### config.mk
export PLATFORM = sky130hd
export DESIGN_NAME = mem_tester
export DESIGN_NICKNAME = d
export VERILOG_FILES = /design/src/rtl/mem_pkg.sv /design/src/rtl/mem_wdog.sv /design/src/rtl/mem_tester.sv
export SDC_FILE = /design/constraint.sdc
export NUM_CORES = 1
export LEC_CHECK = 0
export CORE_UTILIZATION = 45
export DETAILED_ROUTE_END_ITERATION = 12
export GPL_TIMING_DRIVEN = 0
export PLACE_DENSITY = 0.73
export SLEW_MARGIN = 15
export SYNTH_ARGS = -nofsm -noshare
export SYNTH_HDL_FRONTEND = slang
export SYNTH_SLANG_ARGS = --single-unit
### constraint.sdc
create_clock -name clk -period 5.6 [get_ports clk]
set_input_delay 1.12 -clock clk [delete_from_list [all_inputs] [get_ports clk]]
set_output_delay 1.12 -clock clk [all_outputs]
set_load 0.02 [all_outputs]
### src/rtl/mem_pkg.sv
// Shared FSM state encoding and default geometry for the memory tester.
package mem_pkg;

  localparam int DEF_WIDTH   = 8;
  localparam int DEF_DEPTH   = 32;
  localparam int DEF_TIMEOUT = 15;

  typedef enum logic [2:0] {
    IDLE    = 3'd0,
    WR_REQ  = 3'd1,
    WR_WAIT = 3'd2,
    RD_REQ  = 3'd3,
    RD_WAIT = 3'd4,
    DONE    = 3'd5
  } state_t;

endpackage

### src/rtl/mem_wdog.sv
// Per-access wait counter; expired flags the cycle the count reaches TIMEOUT.
// Single-cycle counter, no backpressure: the owner clears it on every new request.
module mem_wdog #(
  parameter int TIMEOUT = 15
) (
  input  logic clk,
  input  logic rst,
  input  logic clr,
  input  logic en,
  output logic expired
);

  localparam int CW = $clog2(TIMEOUT + 1);

  logic [CW-1:0] cnt;

  always_ff @(posedge clk) begin
    if (rst || clr) begin
      cnt <= '0;
    end else if (en) begin
      cnt <= cnt + 1'b1;
    end
  end

  // Fires on the wait cycle whose increment takes the count to TIMEOUT.
  assign expired = en && (cnt == CW'(TIMEOUT - 1));

endmodule

### src/rtl/mem_tester.sv
// Write-then-read-back pattern tester; each access costs 2 cycles, done lands 4*length+1 after start.
// Stalls on m_ready per access and aborts the run with timeout after TIMEOUT idle wait cycles.
module mem_tester
  import mem_pkg::*;
#(
  parameter int WIDTH      = DEF_WIDTH,
  parameter int DEPTH      = DEF_DEPTH,
  parameter int ADDR_WIDTH = $clog2(DEPTH),
  parameter int TIMEOUT    = DEF_TIMEOUT
) (
  input  logic                  clk,
  input  logic                  rst,
  input  logic                  start,
  input  logic [ADDR_WIDTH-1:0] base_addr,
  input  logic [ADDR_WIDTH:0]   length,
  input  logic [WIDTH-1:0]      seed,
  output logic                  m_valid,
  output logic                  m_wr_rd,
  output logic [ADDR_WIDTH-1:0] m_addr,
  output logic [WIDTH-1:0]      m_wdata,
  input  logic [WIDTH-1:0]      m_rdata,
  input  logic                  m_ready,
  output logic                  busy,
  output logic                  done,
  output logic                  pass,
  output logic [ADDR_WIDTH:0]   err_count,
  output logic [ADDR_WIDTH-1:0] first_err_addr,
  output logic                  timeout
);

  state_t                state;
  logic [ADDR_WIDTH-1:0] base_q;
  logic [ADDR_WIDTH:0]   len_q;
  logic [ADDR_WIDTH:0]   offset;
  logic [WIDTH-1:0]      seed_q;

  logic [ADDR_WIDTH:0]   offset_inc;
  logic [ADDR_WIDTH-1:0] nxt_addr;
  logic [WIDTH-1:0]      nxt_data;
  logic                  last;
  logic                  in_wait;
  logic                  miscmp;
  logic                  wd_clr;
  logic                  wd_en;
  logic                  wd_exp;

  always_comb begin
    offset_inc = offset + 1'b1;
    nxt_addr   = base_q + ADDR_WIDTH'(offset_inc);
    nxt_data   = seed_q + WIDTH'(offset_inc);
    last       = (offset == len_q - 1'b1);
    in_wait    = (state == WR_WAIT) || (state == RD_WAIT);
    // m_wdata still holds the expected pattern while the read is outstanding.
    miscmp     = (state == RD_WAIT) && m_ready && (m_rdata != m_wdata);
    wd_clr     = (state == WR_REQ) || (state == RD_REQ);
    wd_en      = in_wait && !m_ready;
  end

  mem_wdog #(
    .TIMEOUT (TIMEOUT)
  ) u_wdog (
    .clk     (clk),
    .rst     (rst),
    .clr     (wd_clr),
    .en      (wd_en),
    .expired (wd_exp)
  );

  always_ff @(posedge clk) begin
    if (rst) begin
      state          <= IDLE;
      base_q         <= '0;
      len_q          <= '0;
      seed_q         <= '0;
      offset         <= '0;
      m_valid        <= 1'b0;
      m_wr_rd        <= 1'b0;
      m_addr         <= '0;
      m_wdata        <= '0;
      busy           <= 1'b0;
      done           <= 1'b0;
      pass           <= 1'b0;
      err_count      <= '0;
      first_err_addr <= '0;
      timeout        <= 1'b0;
    end else begin
      done <= 1'b0;
      case (state)
        IDLE: begin
          if (start) begin
            base_q         <= base_addr;
            len_q          <= length;
            seed_q         <= seed;
            offset         <= '0;
            err_count      <= '0;
            first_err_addr <= '0;
            timeout        <= 1'b0;
            pass           <= 1'b0;
            busy           <= 1'b1;
            if (length == '0) begin
              state <= DONE;
              done  <= 1'b1;
              pass  <= 1'b1;
            end else begin
              state   <= WR_REQ;
              m_valid <= 1'b1;
              m_wr_rd <= 1'b1;
              m_addr  <= base_addr;
              m_wdata <= seed;
            end
          end
        end
        WR_REQ: begin
          m_valid <= 1'b0;
          state   <= WR_WAIT;
        end
        RD_REQ: begin
          m_valid <= 1'b0;
          state   <= RD_WAIT;
        end
        WR_WAIT, RD_WAIT: begin
          if (m_ready) begin
            if (miscmp) begin
              err_count <= err_count + 1'b1;
              if (err_count == '0) first_err_addr <= m_addr;
            end
            if (last) begin
              offset <= '0;
              if (state == WR_WAIT) begin
                state   <= RD_REQ;
                m_valid <= 1'b1;
                m_wr_rd <= 1'b0;
                m_addr  <= base_q;
                m_wdata <= seed_q;
              end else begin
                state <= DONE;
                done  <= 1'b1;
                pass  <= (err_count == '0) && !miscmp;
              end
            end else begin
              offset  <= offset_inc;
              state   <= (state == WR_WAIT) ? WR_REQ : RD_REQ;
              m_valid <= 1'b1;
              m_addr  <= nxt_addr;
              m_wdata <= nxt_data;
            end
          end else if (wd_exp) begin
            timeout <= 1'b1;
            pass    <= 1'b0;
            state   <= DONE;
            done    <= 1'b1;
          end
        end
        DONE: begin
          state <= IDLE;
          busy  <= 1'b0;
        end
        default: begin
          state <= IDLE;
          busy  <= 1'b0;
        end
      endcase
    end
  end

endmodule

# After elaboration in Yosys (flattened, before gate mapping)

Index checks and enable logic that the tools add are counted.

$add $sub $neg: 6
Equal/unequal tests: 20
Multiplexer cells: 61
Bitwise logic cells: 1
Reduce and logical (&&, ||, !) cells: 29

Operators by type and width:

| cell                                                                   | count |
|---|---|
| 5-bit 2-to-1 mux                                                       | 9 |
| 8-bit 2-to-1 mux                                                       | 5 |
| 6-bit 2-to-1 mux                                                       | 5 |
| 6-bit case mux with 2 select lines                                     | 2 |
| 1-bit 2-to-1 mux                                                       | 23 |
| 5-bit case mux with 2 select lines                                     | 2 |
| 5-bit AND reduction                                                    | 4 |
| 3-bit 2-to-1 mux                                                       | 6 |
| 2-bit inequality test (second input constant)                          | 8 |
| 8-bit case mux with 2 select lines                                     | 1 |
| 6-bit by 1-bit adder with 6-bit output (second input constant)         | 2 |
| 6-bit zero test                                                        | 2 |
| 3-bit case mux with 4 select lines                                     | 1 |
| 1-bit case mux with 2 select lines                                     | 5 |
| 3-bit inequality test (second input constant)                          | 3 |
| 8-bit by 6-bit adder with 8-bit output                                 | 1 |
| 8-bit inequality test                                                  | 1 |
| 4-bit AND reduction                                                    | 2 |
| 3-bit by 2-bit equality test with 1-bit output (second input constant) | 2 |
| 6-bit equality test                                                    | 1 |
| 2-bit AND reduction                                                    | 3 |
| 6-bit AND reduction                                                    | 1 |
| 6-bit by 1-bit subtractor with 6-bit output (second input constant)    | 1 |
| 5-bit adder                                                            | 1 |
| 18 further kinds                                                       | 26 |

Flip-flop bits (word level): 62
Input bits: 31
Word-level logic and storage cells: 133

# Logic depth before layout (Yosys ltp)

Depth after elaboration: 9
Gate-level depth with buffers: 15
Depth with buffers taken out: 13

# By module

Synthesis repeated with hierarchy kept, for this count alone.

Cell total of the unflattened synthesis: 466
Area, all modules: 3709.8 µm²

By module, submodules not included:

| module     | instances | cells an instance | area an instance (µm²) |
|---|---|---|---|
| mem_tester | 1         | 447               | 3509.6 |
| mem_wdog   | 1         | 19                | 200.2 |

# Worst setup path after synthesis

No wires, ideal clock.

Kind: register to register
From: register len_q[0]
To: register m_addr[2]
Arrival: 2.805 ns
Required time: 5.526 ns
Slack: 2.721 ns
Cell stages (with the launch flop): 14
Path through: dfxtp_1 or3_4 o31a_1 nor4_4 nand2_4 clkinv_4 buf_8 ha_1 nand2_1 a21oi_1 a21o_1 clkbuf_1 a21oi_1 a31oi_1

Word-level cells in the longest chain between the ends: 5
Elaborated cells on any way between the ends: 7
Classes of those cells: add/sub (1); eq/ne (2); mux (3); reduce/logical (1)

RTL lines:

| element                                         | line              | RTL |
|---|---|---|
| start: declaration                              | mem_tester.sv:33  | `logic [ADDR_WIDTH:0] len_q;` |
| start signal: assignment                        | mem_tester.sv:92  | `len_q <= length;` |
| 6-bit by 1-bit subtractor with 6-bit output (*) | mem_tester.sv:51  | `last = (offset == len_q - 1'b1);` |
| 6-bit equality test (*)                         | mem_tester.sv:51  |  |
| 5-bit 2-to-1 mux                                | mem_tester.sv:127 | `if (last) begin` |
| 5-bit 2-to-1 mux                                | mem_tester.sv:122 | `if (m_ready) begin` |
| 5-bit case mux with 2 select lines              | mem_tester.sv:88  | `case (state)` |
| end signal: assignment                          | mem_tester.sv:108 | `m_addr <= base_addr;` |
| end signal: assignment                          | mem_tester.sv:133 | `m_addr <= base_q;` |
| end signal: assignment                          | mem_tester.sv:144 | `m_addr <= nxt_addr;` |
| end: declaration                                | mem_tester.sv:19  | `output logic [ADDR_WIDTH-1:0] m_addr,` |

Mark *: on every way between the ends. The rest lies on a longest branch, timed or not. The select of a mux whose other input is x is not followed.
A chain may end at the register's enable or synchronous reset.

# Final worst setup path

Ends and elaborated chain as after synthesis.

==> impl_summary.txt <==
----------------------------------------------------
[Global routing]
  Global route overflow ... 0
  Number of antenna violations at the first check in global routing ... 0
  GRT Overall Usage ... 0.254
  Number of global-route vias before repair ... 3425
  Largest net degree at the start of global routing ... 13
  First-pass GRT wire length ... 16.8 mm

[Layout]
  Filler instances ... between 700 and 800
  Post-Route Utilization ... 0.596
  Top library cells by usage in the layout, fill and taps aside ... 62 x sky130_fd_sc_hd__dfxtp_1, 59 x sky130_fd_sc_hd__clkdlybuf4s50_1, 54 x sky130_fd_sc_hd__nand2_1
  Layout Area Growth over Synthesis ... 26.9%
  Ratio of cells with drive above 1 in the final layout ... 0.0551
  Final Net Count ... ~570
  Most common library cell in the layout ignoring fill and taps ... sky130_fd_sc_hd__dfxtp_1
  Count of antenna diodes in the layout ... 0

[Power and ir drop]
  Pwr/cell area ... 298 nW/um^2
  VDD IR max ... between 100 and 150 uV
  Share of total power in sequential cells ... 0.368
  Part of the total power dissipated in combinational logic ... 0.246
  Total power draw ... between 1 and 1.5 mW
  Part of the power in the clock network ... 0.387
  Net switching power ... around 0.43 mW
  Internal ... roughly 0.96 mW
  Leakage power figure ... between 1.5 and 2 nW
  Switch share ... 0.311

[Drt]
  Number of search-and-repair iterations in the first detailed-routing pass ... 5
  Remaining routing DRC violations ... 0
  Number of DRC markers in iteration 0 ... between 200 and 300
  Total wire length ... about 10 mm
  Total number of vias ... around 3600
  Detail Route Antenna Nets ... 0
  Drt wl/cell ... about 16 um
  Vias per Instance ... approximately 5.7

[Clock tree]
  Post-CTS Hold Buffers ... 0
  Post_cts resized ... 0
  CTS tree ... built
  Clk buf depth ... 2
  Later-pin clock latency in the skew report ... 0.35 ns
  Clock net sink count ... just over 60
  Post-CTS setup repair buffer count ... 0
  Total number of H-tree levels ... 3
  Root buf cell ... sky130_fd_sc_hd__clkbuf_8
  Clock slew at the register clock pins of the worst setup and hold paths ... around 0.080 ns
  CTS Buf Count ... 9

[Synth]
  Flip-flop and latch count after synthesis ... 62
  Number of enable-type register cells in the synthesized netlist ... 0
  Yosys warnings ... 0
  Proportion of synthesized chip area in sequential cells ... 0.339
  Post-synth net total ... roughly 500
  Number of different library cells in the post-synthesis netlist ... between 50 and 60
  Share of synthesized flip-flops with an asynchronous set or reset ... 0
  Synthesized area ... approximately 3700 um^2
  Predominant post-synthesis flop cell ... sky130_fd_sc_hd__dfxtp_1
  Count of mapped cells out of synthesis ... between 400 and 500
  Avg Cell Area, Syn ... approximately 8.1 um^2

[Timing]
  Sum of negative setup slack ... 0 ns
  Max-slew violations ... 0
  Final setup violation count ... 0
  Period utilisation layout ... 0.604
  Normalized max-slew margin ... 0.466
  Achievable clock frequency ... approximately 300 MHz
  Transition at the pin with the smallest max-transition slack ... a little under 0.8 ns
  Setup repair after global routing missed its margin ... no
  Skew final ... roughly 0.011 ns
  Min cycle time layout ... around 3.4 ns
  Total count of hold-check failures in the final report ... 0

[Die]
  Placeable Area ... ~8000 um^2
  Number of rows in the core area ... 32
  Initial core utilization ... 0.469
  Number of primary I/O pins ... 61
  Die area ... between 8000 and 9000 um^2
  Chip Height ... just over 90 um
  Die W ... 92.2 um

[Place]
  Port Buffers ... 59
  HPWL after detailed placement ... 7.49 mm
  Global placer's final weighted congestion ... roughly 0.9

[Setup path]
  Worst Setup End Kind ... register
  Kind of critical path ... reg -> reg
  Worst setup path start ... len_q[0]$_SDFFE_PP0P_
  CP Launch Type ... register
  Worst r2r src ... len_q[0]$_SDFFE_PP0P_
  Worst EP required ... around 5.9 ns
  Arrival time reported for the critical path endpoint ... between 3 and 4 ns
  Worst Path Max Fanout ... 10

[Outcome]
  Outcome ... finished clean

[Job]
  Maximum Capacitance Violations ... 0

[Min path]
  Class of the worst hold path ... reg -> reg
  Launch instance of the worst min-delay path ... m_valid$_SDFFE_PP0P_

----------------------------------------------------
-- cell type report --
type	count	area, um^2	share of cell area
Multi-Input combinational cell	347	2240	0.482
Timing Repair Buffer	59	591	0.127
Tap cell	102	128	0.0274
Buffer	27	120	0.0258
Clock inverter	7	145	0.0312
Inverter	15	61.3	0.0132
Sequential cell	62	1240	0.267
Clock buffer	9	124	0.0266
-- cells by family after synthesis --
group,share of synthesized area
compound gates,0.259
xor+xnor,0.0789
fa+ha+maj,0.0690
buf+inv,0.0495
flops,0.339
mux,0.0113
simple gates,0.194
-- registers in the layout, summed over array words and instances (netlist names) --
name            flops
m_wdata             8
seed_q              8
err_count           6
len_q               6
offset              6
base_q              5
first_err_addr      5
m_addr              5
u_wdog.cnt          4
state               3
busy                1
done                1
m_valid             1
m_wr_rd             1
pass                1
timeout             1
-- layer usage --
layer,wire [um],GRT usage,vias up
met3,658,0.0415,22
met5,0,0,-
met4,261,0.122,0
met2,4450,0.396,156
met1,4670,0.341,1660
li1,-,-,1761
-- final timing paths --
kind,cells past startpoint,to,slack [ns]
setup / recovery,13,m_addr[2]$_SDFFE_PP0P_,2.22
hold / removal,2,m_valid$_SDFFE_PP0P_,0.44
setup reg to reg,13,m_addr[2]$_SDFFE_PP0P_,2.22
hold reg to reg,2,m_valid$_SDFFE_PP0P_,0.44
-- synthesized netlist by cell type (2+ instances only) --
cell type | number | share of area
sky130_fd_sc_hd__and2_1 | 2 | 0.0034
sky130_fd_sc_hd__fa_1 | 2 | 0.011
sky130_fd_sc_hd__nor3_1 | 10 | 0.014
sky130_fd_sc_hd__a22oi_1 | 5 | 0.010
sky130_fd_sc_hd__o41ai_2 | 2 | 0.0089
sky130_fd_sc_hd__and3_1 | 2 | 0.0034
sky130_fd_sc_hd__nand4_1 | 4 | 0.0068
sky130_fd_sc_hd__o21bai_1 | 2 | 0.0041
sky130_fd_sc_hd__o22ai_1 | 3 | 0.0051
sky130_fd_sc_hd__mux2i_1 | 3 | 0.0082
sky130_fd_sc_hd__o31ai_1 | 7 | 0.014
sky130_fd_sc_hd__a21o_1 | 8 | 0.016
sky130_fd_sc_hd__xnor2_1 | 19 | 0.045
sky130_fd_sc_hd__o41ai_1 | 3 | 0.0072
sky130_fd_sc_hd__nor2_1 | 36 | 0.037
sky130_fd_sc_hd__and4_1 | 2 | 0.0048
sky130_fd_sc_hd__a41o_1 | 4 | 0.011
sky130_fd_sc_hd__a21boi_0 | 4 | 0.0082
sky130_fd_sc_hd__xor2_1 | 14 | 0.033
sky130_fd_sc_hd__a31oi_1 | 4 | 0.0068
sky130_fd_sc_hd__a2111oi_0 | 2 | 0.0048
sky130_fd_sc_hd__inv_1 | 14 | 0.014
sky130_fd_sc_hd__o21ai_0 | 23 | 0.031
sky130_fd_sc_hd__buf_1 | 2 | 0.0020
sky130_fd_sc_hd__nor4_1 | 2 | 0.0034
sky130_fd_sc_hd__o211a_1 | 4 | 0.011
sky130_fd_sc_hd__dfxtp_1 | 62 | 0.34
sky130_fd_sc_hd__nand2b_1 | 4 | 0.0068
sky130_fd_sc_hd__o21a_1 | 2 | 0.0041
sky130_fd_sc_hd__ha_1 | 17 | 0.058
sky130_fd_sc_hd__nand3b_1 | 2 | 0.0041
sky130_fd_sc_hd__clkbuf_1 | 23 | 0.024
sky130_fd_sc_hd__a211oi_1 | 14 | 0.029
sky130_fd_sc_hd__nand2_1 | 54 | 0.055
sky130_fd_sc_hd__nor2b_1 | 4 | 0.0068
sky130_fd_sc_hd__nand3_1 | 22 | 0.030
sky130_fd_sc_hd__a21oi_1 | 44 | 0.060
-- stage by stage --
step,hold WS (ns),worst slack (ns),cells,instance area (um^2)
6_report,0.444,2.22,628,4650
5_1_grt,0.481,1.99,628,4650
4_1_cts,0.448,2.23,628,4650
3_5_place_dp,0.437,2.19,612,4380
3_3_place_gp,0.439,2.23,612,4380
2_1_floorplan,0.448,2.72,451,3660
-- power by group through the flow --
stage               clock network (mW)  registers, mW  logic, mW
floorplan                            0          0.536      0.192
global placement                     0          0.518      0.331
detailed placement                   0          0.520      0.335
CTS                              0.541          0.510      0.337
global route                     0.559          0.516      0.374
finish                           0.536          0.510      0.341
-- worst max-delay path, stage by stage, from the launching register on --
cell and delay, ns:
sky130_fd_sc_hd__dfxtp_1 0.35, sky130_fd_sc_hd__or3_4 0.41, sky130_fd_sc_hd__o31a_1 0.28, sky130_fd_sc_hd__nor4_4 0.38
sky130_fd_sc_hd__nand2_4 0.15, sky130_fd_sc_hd__clkinv_4 0.09, sky130_fd_sc_hd__buf_8 0.13, sky130_fd_sc_hd__ha_1 0.26
sky130_fd_sc_hd__nand2_1 0.08, sky130_fd_sc_hd__a21oi_1 0.21, sky130_fd_sc_hd__a21o_1 0.29, sky130_fd_sc_hd__clkbuf_1 0.42
sky130_fd_sc_hd__a21oi_1 0.08, sky130_fd_sc_hd__a31oi_1 0.18
Power figures use the tool's default switching activity.
